**config.mk**
```make
export PLATFORM = sky130hd
export DESIGN_NAME = spi_host_master_flat
export DESIGN_NICKNAME = d
export VERILOG_FILES = /design/src/rtl/pwm_spi_pkg.sv /design/src/rtl/spi_host_master_if.sv /design/src/rtl/spi_sclk_gen.sv /design/src/rtl/spi_host_master.sv /design/src/flat_wrapper.sv
export SDC_FILE = /design/constraint.sdc
export NUM_CORES = 1
export LEC_CHECK = 0
export BUFFER_PORTS_ARGS = -buffer_cell sky130_fd_sc_hd__buf_2
export CORE_MARGIN = 8
export CORE_UTILIZATION = 56
export DETAILED_ROUTE_END_ITERATION = 8
export PLACE_DENSITY_LB_ADDON = 0.15
export SLEW_MARGIN = 20
export SYNTH_ARGS = -nofsm -noshare
export SYNTH_HDL_FRONTEND = slang
export SYNTH_SLANG_ARGS = --single-unit
```
**constraint.sdc**
```tcl
create_clock -name clk -period 2.44 [get_ports clk]
set_clock_uncertainty 0.15 [all_clocks]
set_input_delay 0.244 -clock clk [delete_from_list [all_inputs] [get_ports clk]]
set_output_delay 0.244 -clock clk [all_outputs]
set_load 0.01 [all_outputs]
```
**src/rtl/pwm_spi_pkg.sv**
```systemverilog
// Shared definitions for the host SPI master and the PWM peripheral's SPI
// bridge: FSM state encoding, frame layout constants and the frame builder.
package pwm_spi_pkg;

  localparam int FRAME_BITS = 16;
  localparam int CMD_RW_BIT = 7;
  localparam int ADDR_W     = 6;
  localparam int DATA_W     = 8;

  typedef enum logic [2:0] {
    ST_IDLE  = 3'd0,
    ST_SETUP = 3'd1,
    ST_SHIFT = 3'd2,
    ST_HOLD  = 3'd3,
    ST_GAP   = 3'd4
  } spi_state_e;

  // Byte0 = {rw, 0, addr}; byte1 carries write data, zeros for reads.
  function automatic logic [FRAME_BITS-1:0] build_frame(
    input logic              write,
    input logic [ADDR_W-1:0] addr,
    input logic [DATA_W-1:0] wdata
  );
    logic [DATA_W-1:0] byte0;
    byte0             = '0;
    byte0[CMD_RW_BIT] = write;
    byte0[ADDR_W-1:0] = addr;
    return {byte0, (write ? wdata : {DATA_W{1'b0}})};
  endfunction

endpackage

```
**src/rtl/spi_host_master_if.sv**
```systemverilog
// Command/response handshake between host-side logic and the SPI master.
interface spi_host_master_if;
  import pwm_spi_pkg::*;

  logic              cmd_valid;
  logic              cmd_ready;
  logic              cmd_write;
  logic [ADDR_W-1:0] cmd_addr;
  logic [DATA_W-1:0] cmd_wdata;
  logic              rsp_valid;
  logic [DATA_W-1:0] rsp_rdata;
  logic              busy;

  // Host side issues commands and consumes responses.
  modport master (
    output cmd_valid, cmd_write, cmd_addr, cmd_wdata,
    input  cmd_ready, rsp_valid, rsp_rdata, busy
  );

  // SPI master side accepts commands and produces responses.
  modport slave (
    input  cmd_valid, cmd_write, cmd_addr, cmd_wdata,
    output cmd_ready, rsp_valid, rsp_rdata, busy
  );

endinterface

```
**src/rtl/spi_sclk_gen.sv**
```systemverilog
// Half-period counter for SPI mode 0. sclk is low for the first CLK_DIV
// cycles after enable, then alternates every CLK_DIV cycles. The tick
// strobes mark the cycle on whose closing edge the internal sclk toggles.
module spi_sclk_gen #(
  parameter int CLK_DIV = 4
) (
  input  logic clk,
  input  logic rst,
  input  logic en,
  output logic sclk,
  output logic rise_tick,
  output logic fall_tick
);

  localparam int CNT_W = (CLK_DIV > 1) ? $clog2(CLK_DIV) : 1;

  logic [CNT_W-1:0] cnt_reg;
  logic             phase_reg;
  logic             half_end;

  assign half_end  = en && (cnt_reg == CNT_W'(CLK_DIV - 1));
  assign rise_tick = half_end && !phase_reg;
  assign fall_tick = half_end && phase_reg;
  assign sclk      = phase_reg;

  // Count half periods while enabled; park low with a cleared count otherwise.
  always_ff @(posedge clk) begin
    if (rst || !en) begin
      cnt_reg   <= '0;
      phase_reg <= 1'b0;
    end else if (half_end) begin
      cnt_reg   <= '0;
      phase_reg <= ~phase_reg;
    end else begin
      cnt_reg   <= cnt_reg + 1'b1;
    end
  end

endmodule

```
**src/rtl/spi_host_master.sv**
```systemverilog
// SPI mode-0 master: one host command becomes one 16-bit frame on the pins.
// The FSM and shift registers run one cycle ahead of the pin registers, so
// cs_n falls the cycle after acceptance and the response pulse lands one
// cycle after GAP entry.
module spi_host_master
  import pwm_spi_pkg::*;
#(
  parameter int CLK_DIV  = 4,
  parameter int CS_SETUP = 2,
  parameter int CS_HOLD  = 2,
  parameter int CS_GAP   = 2
) (
  input  logic               clk,
  input  logic               rst,
  spi_host_master_if.slave   host,
  output logic               sclk,
  output logic               cs_n,
  output logic               mosi,
  input  logic               miso
);

  localparam int CYC_MAX = (CS_SETUP > CS_HOLD) ? ((CS_SETUP > CS_GAP) ? CS_SETUP : CS_GAP)
                                                : ((CS_HOLD > CS_GAP) ? CS_HOLD : CS_GAP);
  localparam int CYC_W   = $clog2(CYC_MAX + 1);
  localparam int BIT_W   = $clog2(FRAME_BITS);

  spi_state_e              state_reg, state_next;
  logic [CYC_W-1:0]        cyc_cnt_reg;
  logic [BIT_W-1:0]        bit_cnt_reg;
  logic [FRAME_BITS-1:0]   tx_shift_reg;
  logic [DATA_W-1:0]       rx_shift_reg;
  logic [DATA_W-1:0]       rsp_rdata_reg;
  logic                    rsp_valid_reg;
  logic                    cmd_ready_reg;
  logic                    busy_reg;
  logic                    rise_d_reg;
  logic                    sclk_reg, cs_n_reg, mosi_reg;
  logic                    accept, cyc_last, frame_active;
  logic                    gen_sclk, rise_tick, fall_tick;

  spi_sclk_gen #(.CLK_DIV(CLK_DIV)) u_sclk_gen (
    .clk       (clk),
    .rst       (rst),
    .en        (state_reg == ST_SHIFT),
    .sclk      (gen_sclk),
    .rise_tick (rise_tick),
    .fall_tick (fall_tick)
  );

  assign accept       = host.cmd_valid && cmd_ready_reg && (state_reg == ST_IDLE);
  assign frame_active = (state_reg == ST_SETUP) || (state_reg == ST_SHIFT) || (state_reg == ST_HOLD);

  // Terminal count of the timed states.
  always_comb begin
    cyc_last = 1'b0;
    case (state_reg)
      ST_SETUP: cyc_last = (cyc_cnt_reg == CYC_W'(CS_SETUP - 1));
      ST_HOLD:  cyc_last = (cyc_cnt_reg == CYC_W'(CS_HOLD - 1));
      ST_GAP:   cyc_last = (cyc_cnt_reg == CYC_W'(CS_GAP - 1));
      default:  cyc_last = 1'b0;
    endcase
  end

  // Next-state logic; SHIFT ends when the 16th falling half-period completes.
  always_comb begin
    state_next = state_reg;
    case (state_reg)
      ST_IDLE:  if (accept) state_next = ST_SETUP;
      ST_SETUP: if (cyc_last) state_next = ST_SHIFT;
      ST_SHIFT: if (fall_tick && (bit_cnt_reg == BIT_W'(FRAME_BITS - 1))) state_next = ST_HOLD;
      ST_HOLD:  if (cyc_last) state_next = ST_GAP;
      ST_GAP:   if (cyc_last) state_next = ST_IDLE;
      default:  state_next = ST_IDLE;
    endcase
  end

  // State register.
  always_ff @(posedge clk) begin
    if (rst) state_reg <= ST_IDLE;
    else     state_reg <= state_next;
  end

  // Per-state cycle counter, cleared on every state change and saturating at its terminal count.
  always_ff @(posedge clk) begin
    if (rst || (state_next != state_reg)) begin
      cyc_cnt_reg <= '0;
    end else if (((state_reg == ST_SETUP) || (state_reg == ST_HOLD) || (state_reg == ST_GAP)) && !cyc_last) begin
      cyc_cnt_reg <= cyc_cnt_reg + 1'b1;
    end
  end

  // Bit counter: one count per completed sclk high phase.
  always_ff @(posedge clk) begin
    if (rst || (state_reg != ST_SHIFT)) begin
      bit_cnt_reg <= '0;
    end else if (fall_tick && (bit_cnt_reg != BIT_W'(FRAME_BITS - 1))) begin
      bit_cnt_reg <= bit_cnt_reg + 1'b1;
    end
  end

  // Transmit and receive shift registers; command fields are captured on accept.
  always_ff @(posedge clk) begin
    if (rst) begin
      tx_shift_reg <= '0;
      rx_shift_reg <= '0;
      rise_d_reg   <= 1'b0;
    end else begin
      rise_d_reg <= rise_tick;
      if (accept) begin
        tx_shift_reg <= build_frame(host.cmd_write, host.cmd_addr, host.cmd_wdata);
        rx_shift_reg <= '0;
      end else begin
        if (fall_tick) tx_shift_reg <= {tx_shift_reg[FRAME_BITS-2:0], 1'b0};
        if (rise_d_reg) rx_shift_reg <= {rx_shift_reg[DATA_W-2:0], miso};
      end
    end
  end

  // Pin registers: miso is sampled on the same edge that raises the sclk pin.
  always_ff @(posedge clk) begin
    if (rst) begin
      sclk_reg <= 1'b0;
      cs_n_reg <= 1'b1;
      mosi_reg <= 1'b0;
    end else begin
      sclk_reg <= gen_sclk;
      cs_n_reg <= !frame_active;
      mosi_reg <= frame_active ? tx_shift_reg[FRAME_BITS-1] : 1'b0;
    end
  end

  // Handshake and response registers.
  always_ff @(posedge clk) begin
    if (rst) begin
      cmd_ready_reg <= 1'b0;
      busy_reg      <= 1'b0;
      rsp_valid_reg <= 1'b0;
      rsp_rdata_reg <= '0;
    end else begin
      cmd_ready_reg <= (state_next == ST_IDLE);
      busy_reg      <= (state_next != ST_IDLE);
      rsp_valid_reg <= (state_reg == ST_GAP) && (cyc_cnt_reg == '0);
      if ((state_reg == ST_GAP) && (cyc_cnt_reg == '0)) rsp_rdata_reg <= rx_shift_reg;
    end
  end

  assign host.cmd_ready = cmd_ready_reg;
  assign host.busy      = busy_reg;
  assign host.rsp_valid = rsp_valid_reg;
  assign host.rsp_rdata = rsp_rdata_reg;
  assign sclk           = sclk_reg;
  assign cs_n           = cs_n_reg;
  assign mosi           = mosi_reg;

endmodule

```
**src/flat_wrapper.sv**
```systemverilog
// flat-port wrapper written by rule: the top's interface ports become plain ports
module spi_host_master_flat import pwm_spi_pkg::*;
#(
  parameter int CLK_DIV  = 4,
  parameter int CS_SETUP = 2,
  parameter int CS_HOLD  = 2,
  parameter int CS_GAP   = 2
)
  (clk, rst, sclk, cs_n, mosi, miso, host_cmd_valid, host_cmd_write, host_cmd_addr, host_cmd_wdata, host_cmd_ready, host_rsp_valid, host_rsp_rdata, host_busy);
  spi_host_master_if host_i ();
  input  logic clk;
  input  logic rst;
  output logic sclk;
  output logic cs_n;
  output logic mosi;
  input  logic miso;
  input wire logic [$bits(host_i.cmd_valid)-1:0] host_cmd_valid;
  input wire logic [$bits(host_i.cmd_write)-1:0] host_cmd_write;
  input wire logic [$bits(host_i.cmd_addr)-1:0] host_cmd_addr;
  input wire logic [$bits(host_i.cmd_wdata)-1:0] host_cmd_wdata;
  output wire logic [$bits(host_i.cmd_ready)-1:0] host_cmd_ready;
  output wire logic [$bits(host_i.rsp_valid)-1:0] host_rsp_valid;
  output wire logic [$bits(host_i.rsp_rdata)-1:0] host_rsp_rdata;
  output wire logic [$bits(host_i.busy)-1:0] host_busy;
  assign host_i.cmd_valid = host_cmd_valid;
  assign host_i.cmd_write = host_cmd_write;
  assign host_i.cmd_addr = host_cmd_addr;
  assign host_i.cmd_wdata = host_cmd_wdata;
  assign host_cmd_ready = host_i.cmd_ready;
  assign host_rsp_valid = host_i.rsp_valid;
  assign host_rsp_rdata = host_i.rsp_rdata;
  assign host_busy = host_i.busy;
  spi_host_master #(.CLK_DIV(CLK_DIV), .CS_SETUP(CS_SETUP), .CS_HOLD(CS_HOLD), .CS_GAP(CS_GAP)) u_core (.clk(clk), .rst(rst), .host(host_i), .sclk(sclk), .cs_n(cs_n), .mosi(mosi), .miso(miso));
endmodule
```
======== Word-level counts from Yosys, hierarchy flattened ========
Cells that the tools add are included.
storage, ports and cells
  bits in registers ....................... 51
  input port bits ......................... 19
  output and inout bits ................... 14
  word-level logic and storage cells ...... 70
operators by class
  add/subtract/negate cells ............... 3
  equal/unequal tests ..................... 10
  mux-type cells .......................... 10
  bitwise logic cells ..................... 2
  reductions and logical operators ........ 29
operators with widths
  cell                                                   count
  2-to-1 mux 16 bit                                      2
  2-to-1 mux 3 bit                                       5
  one-hot mux 3 bit (5 select lines)                     1
  logical AND 1 bit                                      9
  2-to-1 mux 8 bit                                       1
  logical OR 1 bit                                       7
  == test 3 x 2 -> 1 bit, second input constant          2
  logical NOT 3 bit                                      2
  OR reduction 2 bit                                     3
  adder 2 x 1 -> 2 bit, second input constant            2
  adder 4 x 1 -> 4 bit, second input constant            1
  == test 4 bit, second input constant                   1
  logical NOT 1 bit                                      4
  inequality test 4 bit, second input constant           1
  == test 3 x 1 -> 1 bit, second input constant          1
  == test 3 bit, second input constant                   1
  inequality test 3 x 2 -> 1 bit, second input constant  1
  inequality test 3 bit                                  1
  nonzero test 3 bit                                     1
  OR reduction 3 bit                                     1
  == test 2 x 1 -> 1 bit, second input constant          1
  == test 2 bit, second input constant                   1
  logical NOT 2 bit                                      1
  inverter 1 bit                                         2
  other kinds (2)                                        2

======== Longest topological paths before layout ========
  word-level depth ........................ 8
  gate-level depth with buffers ........... 7
  gate-level depth less buffers ........... 6

======== Hierarchy ========
Synthesis repeated with hierarchy kept, for this count alone.
unflattened totals
  cells, all modules ...................... 234
  area, all modules ....................... 2,160.8 µm²
by module, submodules not included
  module           instances  cells each  area an instance (µm²)  seq. area each (µm²)
  spi_host_master  1          222         2,043.2                 960.9
  spi_sclk_gen     1          12          117.6                   60.1

======== Worst setup path after synthesis ========
No wires, ideal clock.
  path kind ............................... register -> register
  from .................................... reg u_core.u_sclk_gen.cnt_reg[0]
  to ...................................... reg u_core.bit_cnt_reg[3]
  arrival time ............................ 1.438 ns
  required time ........................... 2.163 ns
  slack ................................... 0.725 ns
  cell stages (with the launch flop) ...... 8
  cell sequence ........................... dfxtp_1 > ha_1 > nand4b_4 > nand2b_4 > buf_6 > buf_2 > o31ai_1 > a21oi_1
on the way
  word-level cells in the longest chain between the ends .. 4
RTL lines
  item                      line                   text
  start: declaration        spi_sclk_gen.sv:17     logic [CNT_W-1:0] cnt_reg;
  start signal: assignment  spi_sclk_gen.sv:35     cnt_reg <= cnt_reg + 1'b1;
  == test 2 bit             spi_sclk_gen.sv:21     assign half_end = en && (cnt_reg == CNT_W'(CLK_DIV - 1));
  logical AND 1 bit         spi_sclk_gen.sv:21
  logical AND 1 bit         spi_sclk_gen.sv:23     assign fall_tick = half_end && phase_reg;
  logical AND 1 bit         spi_host_master.sv:96  end else if (fall_tick && (bit_cnt_reg != BIT_W'(FRAME_BITS - 1))) begin
  end signal: assignment    spi_host_master.sv:97  bit_cnt_reg <= bit_cnt_reg + 1'b1;
  end: declaration          spi_host_master.sv:29  logic [BIT_W-1:0] bit_cnt_reg;
No other way between the ends.
A chain may end at the register's enable or synchronous reset.

======== Final worst setup path ========
  from .................................... reg u_core.state_reg[0]
  to ...................................... reg u_core.tx_shift_reg[14]
on the way
  word-level cells in the longest chain between the ends .. 3
RTL lines
  item                                                                line                                          text
  start: declaration                                                  spi_host_master.sv:27                         spi_state_e state_reg, state_next;
  start signal: assignment                                            spi_host_master.sv:80                         else state_reg <= state_next;
  == test 3 x 2 -> 1 bit / logical NOT 3 bit (equally long branches)  spi_host_master.sv:44, spi_host_master.sv:50
  logical AND 1 bit, on equally long branches                         spi_sclk_gen.sv:21, spi_host_master.sv:50
  logical AND 1 bit / OR reduction 2 bit (equally long branches)      -
  end signal: assignment                                              spi_host_master.sv:110                        tx_shift_reg <= build_frame(host.cmd_write, host.cmd_addr, host.cmd_wdata);
  end signal: assignment                                              spi_host_master.sv:113                        if (fall_tick) tx_shift_reg <= {tx_shift_reg[FRAME_BITS-2:0], 1'b0};
  end: declaration                                                    spi_host_master.sv:30                         logic [FRAME_BITS-1:0] tx_shift_reg;
Several ways; a longest one is shown, not always the timed one.

==> summary.txt <==
Crit share post-route: 75.5%
Gr ovfl total: 0
Max Freq: 543 MHz
Setup bufs post-CTS: 0
CP max stage delay: 0.59 ns
Max Root-Sink Buffers: 2
Critical path class: flop to flop
Critical Path RT: 2.53 ns
Multi-input logic area: 1060 um^2
Die footprint: 6190 um^2
Slew headroom: 69.7%
WHS: 0.0346 ns
Layout cells sized above 1: 21.4%
Post-route cell area: 2410 um^2
Asr flop ratio synth: 0%
Max reg flops: 16
Peak supply drop: 359 uV
Final Critical Period: 1.84 ns
Post-synth EDFFs: 0
Die X-Extent: 78.7 um
Sequential area share after synthesis: 46.4%
Vias in the first global route: 1692
Hold_buf cts: 0
Synth warn: 0
Post-Syn Area: 2200 um^2
# H-tree levels: 2
Vias/cell: 5.39
1st-iter DRT viols: 70
Synth Register Bits: 51
Ys flop type: dfxtp_1
Post-Route WL: 4.23 mm
Initial antenna violation count: 0
CP max-delay cell: dfxtp_1
Setup crit end kind: flop
Worst Path Max Fanout: 30
Antenna Nets Post-Route: 0
Core area: 3720 um^2
Worst Tran Pin Value: 0.451 ns
Final Setup Violations: 0
Area after DPL: 2320 um^2
Worst skew pair latency: 0.30 ns
DR WL/cell: 13.5 um
Initial Utilization: 59.2%
Power Density: 635 nW/um^2
GRT Total Usage: 14.4%
Routability Congestion: 0.790
Number of max-slew violations in the final report: 0
Final Hold Vio Count: 0
DRC: 0
Net Count, Synth: 266
Largest net degree at the start of global routing: 31
Clock sink count: 51
Root Buffer: clkbuf_8
I/O pin total: 33
Cells after Synth: 243
First-pass GRT wire length: 7.49 mm
CTS Buf Count: 5
Fin cells: 314
Number of fill cells: 345
Tot Pwr: 1.53 mW
Worst path cell trace: nand4bb_4, or2_4, nand2b_1, a21oi_1
FP Rows: 22
Fin nets: 288
RSZ-0062 raised after global routing: false
HP Class: input port to flop
Arrival time worst endpoint: 1.93 ns
Port bufs: 32
Post_cts resized: 0
Detailed Routing Iterations Pass 1: 4
Max-cap violation count: 0
Via count: 1694
CTS tree: built
Detailed-placement wirelength estimate: 2.90 mm
Syn-to-layout area delta: 9.61%
Die Y: 78.7 um
TNS Setup: 0 ns
Storage cell area: 1020 um^2
Avg Inst Size Synth: 9.06 um^2
Status: complete, no violations
Antenna cells: 0
LEAKAGE: 0.902 nW
Distinct cells, synth: 34
CP Launch Type: flop
Clock-pin slew on the worst setup and hold paths: 0.09 ns
Cells after DPL: 306
## cell usage in the layout (no fill, tap or decap), drive strengths merged, types with 2 or more instances in the layout
master    count
dfxtp        51
nand2        48
buf          33
nor2         29
a21oi        24
a311oi       14
mux2i         9
nand3         6
nor3          6
inv           5
clkbuf        5
ha            4
nand2b        4
xnor2         3
a211oi        3
nor3b         3
and3          2
o22ai         2
o21ai         2
nor2b         2
clkinvlp      2
## worst paths after layout
check,from,depth (start not counted),slack [ns],endpoint
setup / recovery,u_core.state_reg[0],4,0.60,u_core.tx_shift_reg[14]
setup reg to reg,u_core.state_reg[0],4,0.60,u_core.tx_shift_reg[14]
hold / removal,miso,3,0.03,u_core.rx_shift_reg[0]
hold reg to reg,u_core.u_sclk_gen.cnt_reg[0],1,0.29,u_core.u_sclk_gen.cnt_reg[0]
## Yosys cell counts, drive strengths merged, types with 2 or more instances
cell,number,area (um^2)
dfxtp,51,1020
nand2,48,180
nor2,29,116
a21oi,24,124
a311oi,14,185
buf,14,90.1
mux2i,9,90.1
nand3,6,30.0
nor3,6,30.0
inv,5,18.8
clkbuf,4,15.0
ha,4,50.1
nand2b,4,32.5
a211oi,3,22.5
nor3b,3,22.5
xnor2,3,26.3
and3,2,12.5
nor2b,2,12.5
o21ai,2,10.0
o22ai,2,12.5
## layer usage
metal  up-vias  part of all wire (%)  global-route usage (%)
met5         -                     0                       0
met1       765                    51                    18.3
li1        878                     -                       -
met2        44                    42                    22.5
met4         0                   1.3                    5.56
met3         7                   5.7                    4.05
## where the power goes
part / internal, mW / switching (mW)
logic: 0.0717 / 0.0917
clock network: 0.200 / 0.278
registers: 0.867 / 0.0236
total: 1.14 / 0.393
## logic make-up after synthesis
logic type,Yosys count,synth area share [%]
buffers and inverters,23,5.63
multiplexers,9,4.09
adder cells (fa/ha/maj),4,2.27
XOR/XNOR,3,1.19
AND/OR/NAND/NOR,106,23.5
flip-flops,51,46.4
AO/OA/AOI/OAI,47,16.9
## final cells by class
class / count / share of cell area (%)
tap: 48 / 2.49
inverter: 5 / 0.778
clock inverter: 3 / 0.830
clock buffer: 5 / 2.85
timing repair buffer: 33 / 6.95
sequential: 51 / 42.3
multi-input combinational: 169 / 43.8
## per-stage QoR
stage | utilization, % | setup WS [ns]
3_5_place_dp | 62.5 | 0.635
4_1_cts | 64.9 | 0.597
5_1_grt | 64.9 | 0.439
6_report | 64.9 | 0.597
3_3_place_gp | 62.5 | 0.673
2_1_floorplan | - | 0.725
## worst max-delay path: cells and delay by family, from the launching register on
family	cells	cell delay [ns]
flip-flops	1	0.59
AO/OA/AOI/OAI	1	0.17
AND/OR/NAND/NOR	3	0.87
No activity file was read; power rests on OpenSTA's default activity.
